File: src/rtl/memory_stage.sv
// memory_stage: MEM stage; load wait/format, HI/LO hold, WB register (optional MEM_ADEL_CHECK_EN misalignment check)
module memory_stage #(
  parameter int RD_TIMEOUT = 255
) (
  input  logic        clk,
  input  logic        resetn,
  input  logic        exe_valid,
  input  logic        exe_reg_en,
  input  logic        exe_mem_read,
  input  logic [5:0]  exe_reg_waddr,
  input  logic [31:0] alu_result_reg,
  input  logic [2:0]  exe_load_type,
  input  logic [31:0] exe_load_rt_data,
  input  logic        exe_double_en,
  input  logic [63:0] exe_MD_result,
  input  logic [31:0] data_sram_rdata,
  input  logic        data_sram_rvalid,
  output logic        mem_busy,
  output logic        mem_reg_en,
  output logic [5:0]  mem_reg_waddr,
  output logic [31:0] mem_reg_wdata,
  output logic [31:0] mem_hi,
  output logic [31:0] mem_lo,
  output logic        mem_timeout,
  output logic        mem_adel
);
  localparam int CW = RD_TIMEOUT > 1 ? $clog2(RD_TIMEOUT) : 1;
  typedef enum logic {IDLE, WAIT_RD} state_t;
  state_t state, state_nx;
  logic [CW-1:0] cnt, cnt_nx;
  logic [5:0] h_waddr, waddr_nx;
  logic [1:0] h_a;
  logic [2:0] h_type;
  logic [31:0] h_rt, wdata_nx, fmt;
  logic h_reg_en, wen_nx, tmo_nx, adel_nx, cap, misal, is_load;

  function automatic logic [31:0] load_fmt(input logic [2:0] ty, input logic [1:0] a,
                                           input logic [31:0] r, input logic [31:0] t);
    logic [7:0] b;
    logic [15:0] h;
    b = r[{a, 3'b000} +: 8];
    h = a[1] ? r[31:16] : r[15:0];
    case (ty)
      3'd1: load_fmt = {{24{b[7]}}, b};
      3'd2: load_fmt = {24'd0, b};
      3'd3: load_fmt = {{16{h[15]}}, h};
      3'd4: load_fmt = {16'd0, h};
      3'd5: load_fmt = a == 2'd0 ? {r[7:0], t[23:0]} : a == 2'd1 ? {r[15:0], t[15:0]} :
                       a == 2'd2 ? {r[23:0], t[7:0]} : r;
      3'd6: load_fmt = a == 2'd0 ? r : a == 2'd1 ? {t[31:24], r[31:8]} :
                       a == 2'd2 ? {t[31:16], r[31:16]} : {t[31:8], r[31:24]};
      default: load_fmt = r;
    endcase
  endfunction

  assign is_load = exe_valid & exe_mem_read;
`ifdef MEM_ADEL_CHECK_EN
  assign misal = is_load & ((exe_load_type == 3'd0 & alu_result_reg[1:0] != 2'd0) |
                 ((exe_load_type == 3'd3 | exe_load_type == 3'd4) & alu_result_reg[0]));
`else
  assign misal = 1'b0;
`endif
  assign fmt = state == WAIT_RD ? load_fmt(h_type, h_a, data_sram_rdata, h_rt)
                                : load_fmt(exe_load_type, alu_result_reg[1:0], data_sram_rdata, exe_load_rt_data);

  // next state, stall and writeback selection
  always_comb begin
    state_nx = state;
    cnt_nx = cnt;
    wen_nx = 1'b0;
    waddr_nx = mem_reg_waddr;
    wdata_nx = mem_reg_wdata;
    tmo_nx = 1'b0;
    adel_nx = 1'b0;
    mem_busy = 1'b0;
    cap = 1'b0;
    if (state == IDLE) begin
      if (exe_valid & ~exe_mem_read) begin
        wen_nx = exe_reg_en;
        waddr_nx = exe_reg_waddr;
        wdata_nx = alu_result_reg;
      end else if (misal) begin
        adel_nx = 1'b1;
      end else if (is_load & data_sram_rvalid) begin
        wen_nx = exe_reg_en;
        waddr_nx = exe_reg_waddr;
        wdata_nx = fmt;
      end else if (is_load) begin
        mem_busy = 1'b1;
        cap = 1'b1;
        state_nx = WAIT_RD;
        cnt_nx = '0;
      end
    end else if (data_sram_rvalid) begin
      wen_nx = h_reg_en;
      waddr_nx = h_waddr;
      wdata_nx = fmt;
      state_nx = IDLE;
      cnt_nx = '0;
    end else begin
      mem_busy = 1'b1;
      if (RD_TIMEOUT != 0 && cnt == CW'(RD_TIMEOUT - 1)) begin
        tmo_nx = 1'b1;
        state_nx = IDLE;
        cnt_nx = '0;
      end else begin
        cnt_nx = cnt + 1'b1;
      end
    end
  end

  // state, hold registers and writeback outputs
  always_ff @(posedge clk or negedge resetn) begin
    if (!resetn) begin
      state <= IDLE;
      cnt <= '0;
      h_waddr <= '0;
      h_a <= '0;
      h_type <= '0;
      h_rt <= '0;
      h_reg_en <= 1'b0;
      mem_reg_en <= 1'b0;
      mem_reg_waddr <= '0;
      mem_reg_wdata <= '0;
      mem_timeout <= 1'b0;
      mem_adel <= 1'b0;
    end else begin
      state <= state_nx;
      cnt <= cnt_nx;
      if (cap) begin
        h_waddr <= exe_reg_waddr;
        h_a <= alu_result_reg[1:0];
        h_type <= exe_load_type;
        h_rt <= exe_load_rt_data;
        h_reg_en <= exe_reg_en;
      end
      mem_reg_en <= wen_nx;
      mem_reg_waddr <= waddr_nx;
      mem_reg_wdata <= wdata_nx;
      mem_timeout <= tmo_nx;
      mem_adel <= adel_nx;
    end
  end

  // HI/LO follow mult/div completion regardless of load state
  always_ff @(posedge clk or negedge resetn) begin
    if (!resetn) {mem_hi, mem_lo} <= '0;
    else if (exe_double_en) {mem_hi, mem_lo} <= exe_MD_result;
  end
endmodule

File: config.mk
export PLATFORM = sky130hd
export DESIGN_NAME = memory_stage
export DESIGN_NICKNAME = d
export VERILOG_FILES = /design/src/rtl/memory_stage.sv
export SDC_FILE = /design/constraint.sdc
export NUM_CORES = 1
export LEC_CHECK = 0
export BUFFER_PORTS_ARGS = -buffer_cell sky130_fd_sc_hd__buf_2
export CAP_MARGIN = 20
export CORE_MARGIN = 3
export CORE_UTILIZATION = 54
export CTS_CLUSTER_DIAMETER = 120
export DETAILED_ROUTE_END_ITERATION = 8
export HOLD_SLACK_MARGIN = 0.05
export PLACE_DENSITY = 0.89
export SETUP_SLACK_MARGIN = 0.05
export SYNTH_ARGS = -nofsm -noshare
export SYNTH_HDL_FRONTEND = slang
export SYNTH_SLANG_ARGS = --single-unit
File: constraint.sdc
create_clock -name clk -period 2.12 [get_ports clk]
set_clock_uncertainty 0.1 [all_clocks]
set_input_delay 0.636 -clock clk [delete_from_list [all_inputs] [get_ports clk]]
set_output_delay 0.636 -clock clk [all_outputs]
set_load 0.02 [all_outputs]
==> results of run 1 <==
## sequential cells by signal, summed over array words and instances, names as in the netlist, 2 cells and up
name,flops
cnt,8
h_a,2
h_rt,32
h_type,3
h_waddr,6
mem_hi,32
mem_lo,32
mem_reg_waddr,6
mem_reg_wdata,32
## repair_timing
item                                    4_1_cts  5_1_grt
hold buffers                                  1        0
hold endpoints to repair                     11        0
setup buffers                                 8       11
pin swaps                                     1       11
endpoints found under the setup margin       25       29
resized for setup                            13       48
gates cloned                                  1        1
## per-layer routing
layer / track usage / routed length, um
met5: 0 / 63
met4: 0.1762 / 2464
met3: 0.1289 / 5944
met2: 0.5973 / 19550
met1: 0.4598 / 14590
## final cells by class
| type | count | area, sq um | area share |
|---|---|---|---|
| antenna | 2 | 5.005 | 0.0003455 |
| clock buffer | 17 | 425.4 | 0.02937 |
| clock inverter | 15 | 217.7 | 0.01503 |
| inverter | 12 | 47.55 | 0.003283 |
| multi-input combinational | 751 | 6332 | 0.4372 |
| sequential | 157 | 3939 | 0.2719 |
| tap | 260 | 325.3 | 0.02246 |
| timing repair buffer | 478 | 3192 | 0.2204 |
## synth_stat cells, drive strengths merged (3+ instances only)
| library cell | n | area [sq um] |
|---|---|---|
| a211o | 12 | 105.1 |
| a211oi | 21 | 170.2 |
| a21oi | 54 | 270.3 |
| a221o | 5 | 50.05 |
| a221oi | 13 | 113.9 |
| a222oi | 3 | 30.03 |
| a22o | 8 | 70.07 |
| a22oi | 12 | 90.09 |
| a31oi | 11 | 68.82 |
| a32o | 8 | 80.08 |
| and2 | 14 | 87.58 |
| and3 | 9 | 56.30 |
| and3b | 5 | 43.79 |
| buf | 50 | 284.0 |
| clkbuf | 59 | 222.7 |
| dfrtp | 157 | 3929 |
| inv | 11 | 41.29 |
| mux2 | 131 | 1475 |
| mux2i | 78 | 780.8 |
| mux4 | 25 | 563.0 |
| nand2 | 60 | 225.2 |
| nand2b | 19 | 118.9 |
| nand3 | 7 | 35.03 |
| nand3b | 4 | 30.03 |
| nor2 | 40 | 157.6 |
| nor2b | 12 | 75.07 |
| nor3 | 5 | 35.03 |
| nor3b | 4 | 40.03 |
| o2111ai | 4 | 35.03 |
| o211ai | 20 | 150.1 |
| o21ai | 72 | 367.9 |
| o221ai | 24 | 210.2 |
| o22ai | 20 | 125.1 |
| o2bb2ai | 11 | 96.34 |
| o31ai | 3 | 22.52 |
| o32ai | 7 | 61.31 |
| or3 | 5 | 31.28 |
## power breakdown
group / total [W] / switching, W / internal [W] / leakage [nW]
Clock: 0.00330 / 0.00156 / 0.00173 / 0.311
Combinational: 0.00487 / 0.00265 / 0.00222 / 4.35
Sequential: 0.00390 / 0.000397 / 0.00350 / 1.86
## metrics by stage
| step | worst slack (ps) | power, W | util |
|---|---|---|---|
| after global routing | -63.08 | 0.01247 | 0.7640 |
| after detailed placement | -332.7 | 0.008178 | 0.7057 |
| final | -78.94 | 0.01206 | 0.7641 |
| after CTS | 52.54 | 0.01162 | 0.7471 |
| after global placement | -251.1 | 0.008052 | 0.7057 |
| after floorplan | -104.8 | 0.006392 | - |
## worst min-delay path by stage
| stage | startpoint | endpoint | cells after the start |
|---|---|---|---|
| final | exe_MD_result[26] | mem_lo[26] | 2 |
| after floorplan | resetn | cnt[0] | 0 |
| after global placement | cnt[6] | cnt[6] | 1 |
| after CTS | exe_MD_result[26] | mem_lo[26] | 2 |
| after detailed placement | resetn | mem_reg_waddr[0] | 1 |
| after global routing | exe_MD_result[33] | mem_hi[1] | 2 |
## logic make-up (layout without fill, tap and decap cells)
kind of cell | Yosys count | after routing | synth area share
and+or+nand+nor | 188 | 188 | 0.09138
AOI/OAI and AO/OA | 324 | 324 | 0.2135
xor gates and xnor gates | 1 | 1 | 0.0008287
buffers and inverters | 121 | 522 | 0.05220
other | 1 | 3 | 0.0003548
adders and majority gates | 3 | 3 | 0.003314
DFF | 157 | 157 | 0.3717
muxes | 234 | 234 | 0.2667
==> impl_metrics.env, run 1 <==
export IMPL_status="complete, but fails checks"
export IMPL_violations="negative setup slack"
export IMPL_ioPinCount=282
export IMPL_whs_ps=319.3
export IMPL_crit_path_start="h_type[2]"
export IMPL_crit_cells=6
export IMPL_fin_crit_sh=1.037
export IMPL_drc=0
export IMPL_numCtsBuffers=17
export IMPL_report_final_slew_viol_count=0
export IMPL_die_x_um=145.9
export IMPL_ys_ff_latch=157
export IMPL_ys_flop_type="dfrtp_1"
export IMPL_netlist_area_sq_mm=0.01057
export IMPL_hold_class="input port to flop"
export IMPL_crit_required_ps=2370
export IMPL_cp_max_fo=12
export IMPL_nets=1595
export IMPL_clock_sinks=157
export IMPL_via_per_inst=6.752
export IMPL_die_area_sq_mm=0.02129
export IMPL_wl_per_cell_um=25.18
export IMPL_cp_arrival_ps=2450
export IMPL_clockRootBuffer="clkbuf_16"
export IMPL_finalSetupViolations=7
export IMPL_relSlewSlack=0.5263
export IMPL_first_iter_violations=1641
export IMPL_worst_pin_slew_ps=710.5
export IMPL_fmax_ghz=0.4548
export IMPL_synth_nets=1207
export IMPL_drv_cap=0
export IMPL_port_buffers=280
export IMPL_yosysSeqAreaShare=0.3717
export IMPL_ant_nets=0
export IMPL_clock_latency_ps=440
export IMPL_grt_max_degree=51
export IMPL_dp_cells=1636
export IMPL_chipHeight_um=145.9
export IMPL_overflow=0
export IMPL_synth_edff_count=0
export IMPL_yosysWarnings=0
export IMPL_worstPathCellList="buf_2 -> and3b_1 -> and2_1 -> a221o_1 -> o22ai_1 -> a21oi_1"
export IMPL_placed_area_sq_mm=0.01338
export IMPL_rsz0062_at_grt="true"
export IMPL_coreArea_sq_mm=0.01896
export IMPL_layout_commonest_cell="buf_2"
export IMPL_drt_wl_total_mm=42.61
export IMPL_first_global_vias=11390
export IMPL_netlist_instances=1029
export IMPL_crit_end="mem_reg_wdata[26]"
export IMPL_crit_type="flop to flop"
export IMPL_power_density_mw_per_mm2=832.9
export IMPL_drive_gt1_frac=0.5084
export IMPL_cts_tree="yes"
export IMPL_syn_to_final_growth_pct=37.03
export IMPL_tns_ps=-230.8
export IMPL_leakagePower_nw=6.520
export IMPL_worstReg2RegStart="h_type[2]"
export IMPL_fin_area_sq_mm=0.01448
export IMPL_ys_async_sr_fraction=1.000
export IMPL_setup_ws_ps=-78.94
export IMPL_cts_max_level=4
export IMPL_most_common_layout_cells="279 x buf_2, 168 x buf_4, 151 x dfrtp_1, 131 x mux2_2, 75 x mux2i_1"
export IMPL_grt_pass1_wl_mm=63.29
export IMPL_dpl_hpwl_mm=30.32
export IMPL_period_minus_slack_ps=2199
export IMPL_cp_slowest_cell="and3b_1"
export IMPL_synth_cell_types=68
export IMPL_r2r_end="mem_reg_wdata[26]"
export IMPL_ir_worst_vdd_uv=598.2
export IMPL_start_util=0.5576
export IMPL_num_rows=50
export IMPL_postSynthAreaPerCell_sq_um=10.27
export IMPL_gp_congestion=1.055
export IMPL_drt_pass1_iterations=8
export IMPL_path_buf_inv=1
export IMPL_instances_no_fill=1692
export IMPL_reg2regPathDepth=6
export IMPL_cts_buffer_depth=2
export IMPL_end_kind="flop"
export IMPL_vias=11430
export IMPL_crit_path_start_kind="flop"
export IMPL_cts_clk_slew_worst_paths_ps=80
export IMPL_final_hold_viol_count=0
export IMPL_crit_family="simple AND/OR/NAND/NOR gates"
export IMPL_nFillCells=1216
export IMPL_antenna_found_initial=6
export IMPL_track_usage=0.3751
export IMPL_cpPeakStageDelay_ps=650
export IMPL_r2r_slack_ps=-80
Note: power is estimated with default switching activity, not from simulation.
==> inputs of run 2 (changes only) <==
--- a/config.mk
+++ b/config.mk
@@ -12,7 +12,7 @@
 export CTS_CLUSTER_DIAMETER = 120
 export DETAILED_ROUTE_END_ITERATION = 8
 export HOLD_SLACK_MARGIN = 0.05
-export PLACE_DENSITY = 0.89
+export PLACE_DENSITY = 0.91
 export SETUP_SLACK_MARGIN = 0.05
 export SYNTH_ARGS = -nofsm -noshare
 export SYNTH_HDL_FRONTEND = slang
==> run 2 against run 1 <==
Compared with the run above: the flow now finishes without violations; critical path depth grew 2; clock power shrank 4%; total power shrank 2.5%; global-route usage shrank 0.93 points; register-to-register slack gained 120 ps; worst hold slack is essentially flat; design area shrank 1.3%; combinational power shrank 4%; core utilization shrank 1.0 points; critical endpoint is now mem_reg_wdata[1].
==> impl_metrics.env, run 2 (synthesis results as in run 1) <==
export IMPL_numCtsBuffers=17
export IMPL_fin_area_sq_mm=0.01429
export IMPL_worstPathCellList="buf_2 -> buf_4 -> buf_16 -> mux2i_4 -> mux2i_1 -> o22ai_1 -> o21ai_0 -> a22o_1"
export IMPL_cp_arrival_ps=2310
export IMPL_cts_buffer_depth=2
export IMPL_cts_tree="yes"
export IMPL_post_route_util=0.7538
export IMPL_syn_to_final_growth_pct=35.18
export IMPL_period_minus_slack_ps=2094
export IMPL_final_hold_viol_count=0
export IMPL_status="completed"
export IMPL_num_rows=50
export IMPL_drt_wl_total_mm=40.74
export IMPL_first_global_vias=11170
export IMPL_drive_gt1_frac=0.4979
export IMPL_grt_max_degree=65
export IMPL_start_util=0.5576
export IMPL_cp_slowest_cell="mux2i_4"
export IMPL_relSlewSlack=0.5636
export IMPL_coreArea_sq_mm=0.01896
export IMPL_grt_pass1_wl_mm=62.16
export IMPL_overflow=0
export IMPL_ioPinCount=282
export IMPL_die_area_sq_mm=0.02129
export IMPL_drv_cap=0
export IMPL_via_per_inst=6.686
export IMPL_port_buffers=280
export IMPL_power_density_mw_per_mm2=822.9
export IMPL_ir_worst_vdd_uv=645.5
export IMPL_dpl_hpwl_mm=29.32
export IMPL_cp_max_fo=42
export IMPL_first_iter_violations=1675
export IMPL_crit_path_start_kind="input port"
export IMPL_track_usage=0.3658
export IMPL_cts_max_level=4
export IMPL_finalSetupViolations=0
export IMPL_ant_nets=0
export IMPL_wl_per_cell_um=24.48
export IMPL_nets=1567
export IMPL_antenna_found_initial=2
export IMPL_layout_commonest_cell="buf_2"
export IMPL_hold_class="input port to flop"
export IMPL_drc=0
export IMPL_clock_latency_ps=430
export IMPL_leakagePower_nw=6.380
export IMPL_die_x_um=145.9
export IMPL_crit_required_ps=2340
export IMPL_worstReg2RegStart="h_a[1]"
export IMPL_placed_area_sq_mm=0.01325
export IMPL_vias=11130
export IMPL_gp_congestion=1.049
export IMPL_report_final_slew_viol_count=0
export IMPL_rsz0062_at_grt="true"
export IMPL_drt_pass1_iterations=6
export IMPL_fmax_ghz=0.4775
export IMPL_crit_path_start="alu_result_reg[1]"
export IMPL_nFillCells=1222
export IMPL_most_common_layout_cells="279 x buf_2, 152 x dfrtp_1, 143 x buf_4, 131 x mux2_2, 67 x mux2i_1"
export IMPL_cpPeakStageDelay_ps=290
export IMPL_clockRootBuffer="clkbuf_16"
export IMPL_clock_sinks=157
export IMPL_multiInputGateArea_sq_mm=0.006352
export IMPL_hp_start="exe_MD_result[34]"
export IMPL_chipHeight_um=145.9
export IMPL_cts_clk_slew_worst_paths_ps=80
export IMPL_seq_area_sq_mm=0.003935
export IMPL_end_kind="flop"
export IMPL_worst_pin_slew_ps=654.5
export IMPL_crit_type="input port to flop"
export IMPL_fin_crit_sh=0.9879
-- run 2: cell types whose count changed in the layout (fill, tap and decap cells not counted), moves of 6 or more --
cell	delta
buf_4	-25
mux2i_1	-8
a211oi_1	+6
a211oi_2	-6
mux2i_2	+6
-- run 2: final timing paths --
path	endpoint	slack, ps	depth (start not counted)
worst max-delay path	mem_reg_wdata[1]	30	8
worst min-delay path	mem_hi[2]	320	2
worst max register to register	mem_reg_wdata[26]	40	7
worst min register to register	cnt[7]	380	1
max in group asynchronous	mem_lo[11]	870	3
min in group asynchronous	h_waddr[3]	470	2
-- run 2: layout make-up --
class | count | area share
Clock buffer | 18 | 0.03074
Tap cell | 260 | 0.02277
Inverter | 12 | 0.003327
Antenna cell | 2 | 0.0003503
Timing Repair Buffer | 450 | 0.2109
Clock inverter | 14 | 0.01191
Sequential cell | 157 | 0.2754
Multi-Input combinational cell | 751 | 0.4446
-- run 2: routing by layer --
metal / vias to the layer above / GRT usage / wire [um]
li1: 4667 / - / -
met1: 5335 / 0.4671 / 14740
met2: 944 / 0.5876 / 18870
met3: 177 / 0.1124 / 5445
met4: 2 / 0.1382 / 1676
met5: - / 0 / 7
-- run 2: critical path, delay by kind of cell --
family	cells	cell delay, ps
mux	2	450
buf+inv	3	580
compound gates	3	620
-- run 2: through the flow --
step	hold slack (ps)	setup TNS [ps]	std cells	setup slack (ps)	total power, W
floorplan	240.4	-843.4	1029	-104.8	0.006392
global placement	357.5	-6243	1618	-300.7	0.008027
detailed placement	362.5	-7174	1618	-323.4	0.008145
CTS	312.3	0	1656	39.85	0.01139
global route	321.3	-102.7	1662	-61.61	0.01219
finish	319.8	0	1664	25.59	0.01176
-- run 2: report_power, final --
part           switching (W)  internal, W
Combinational        0.00252      0.00217
Clock                0.00154      0.00163
Sequential          0.000402      0.00350
Total                0.00446      0.00730
-- run 2: what timing repair did --
action / in CTS / in global routing
gates cloned: 1 / 2
endpoints found under the setup margin: 15 / 28
hold buffers: 1 / 0
gates resized for setup: 7 / 47
endpoints found under the hold margin: 11 / 0
setup buffers: 4 / 4
pin swaps: 1 / 6
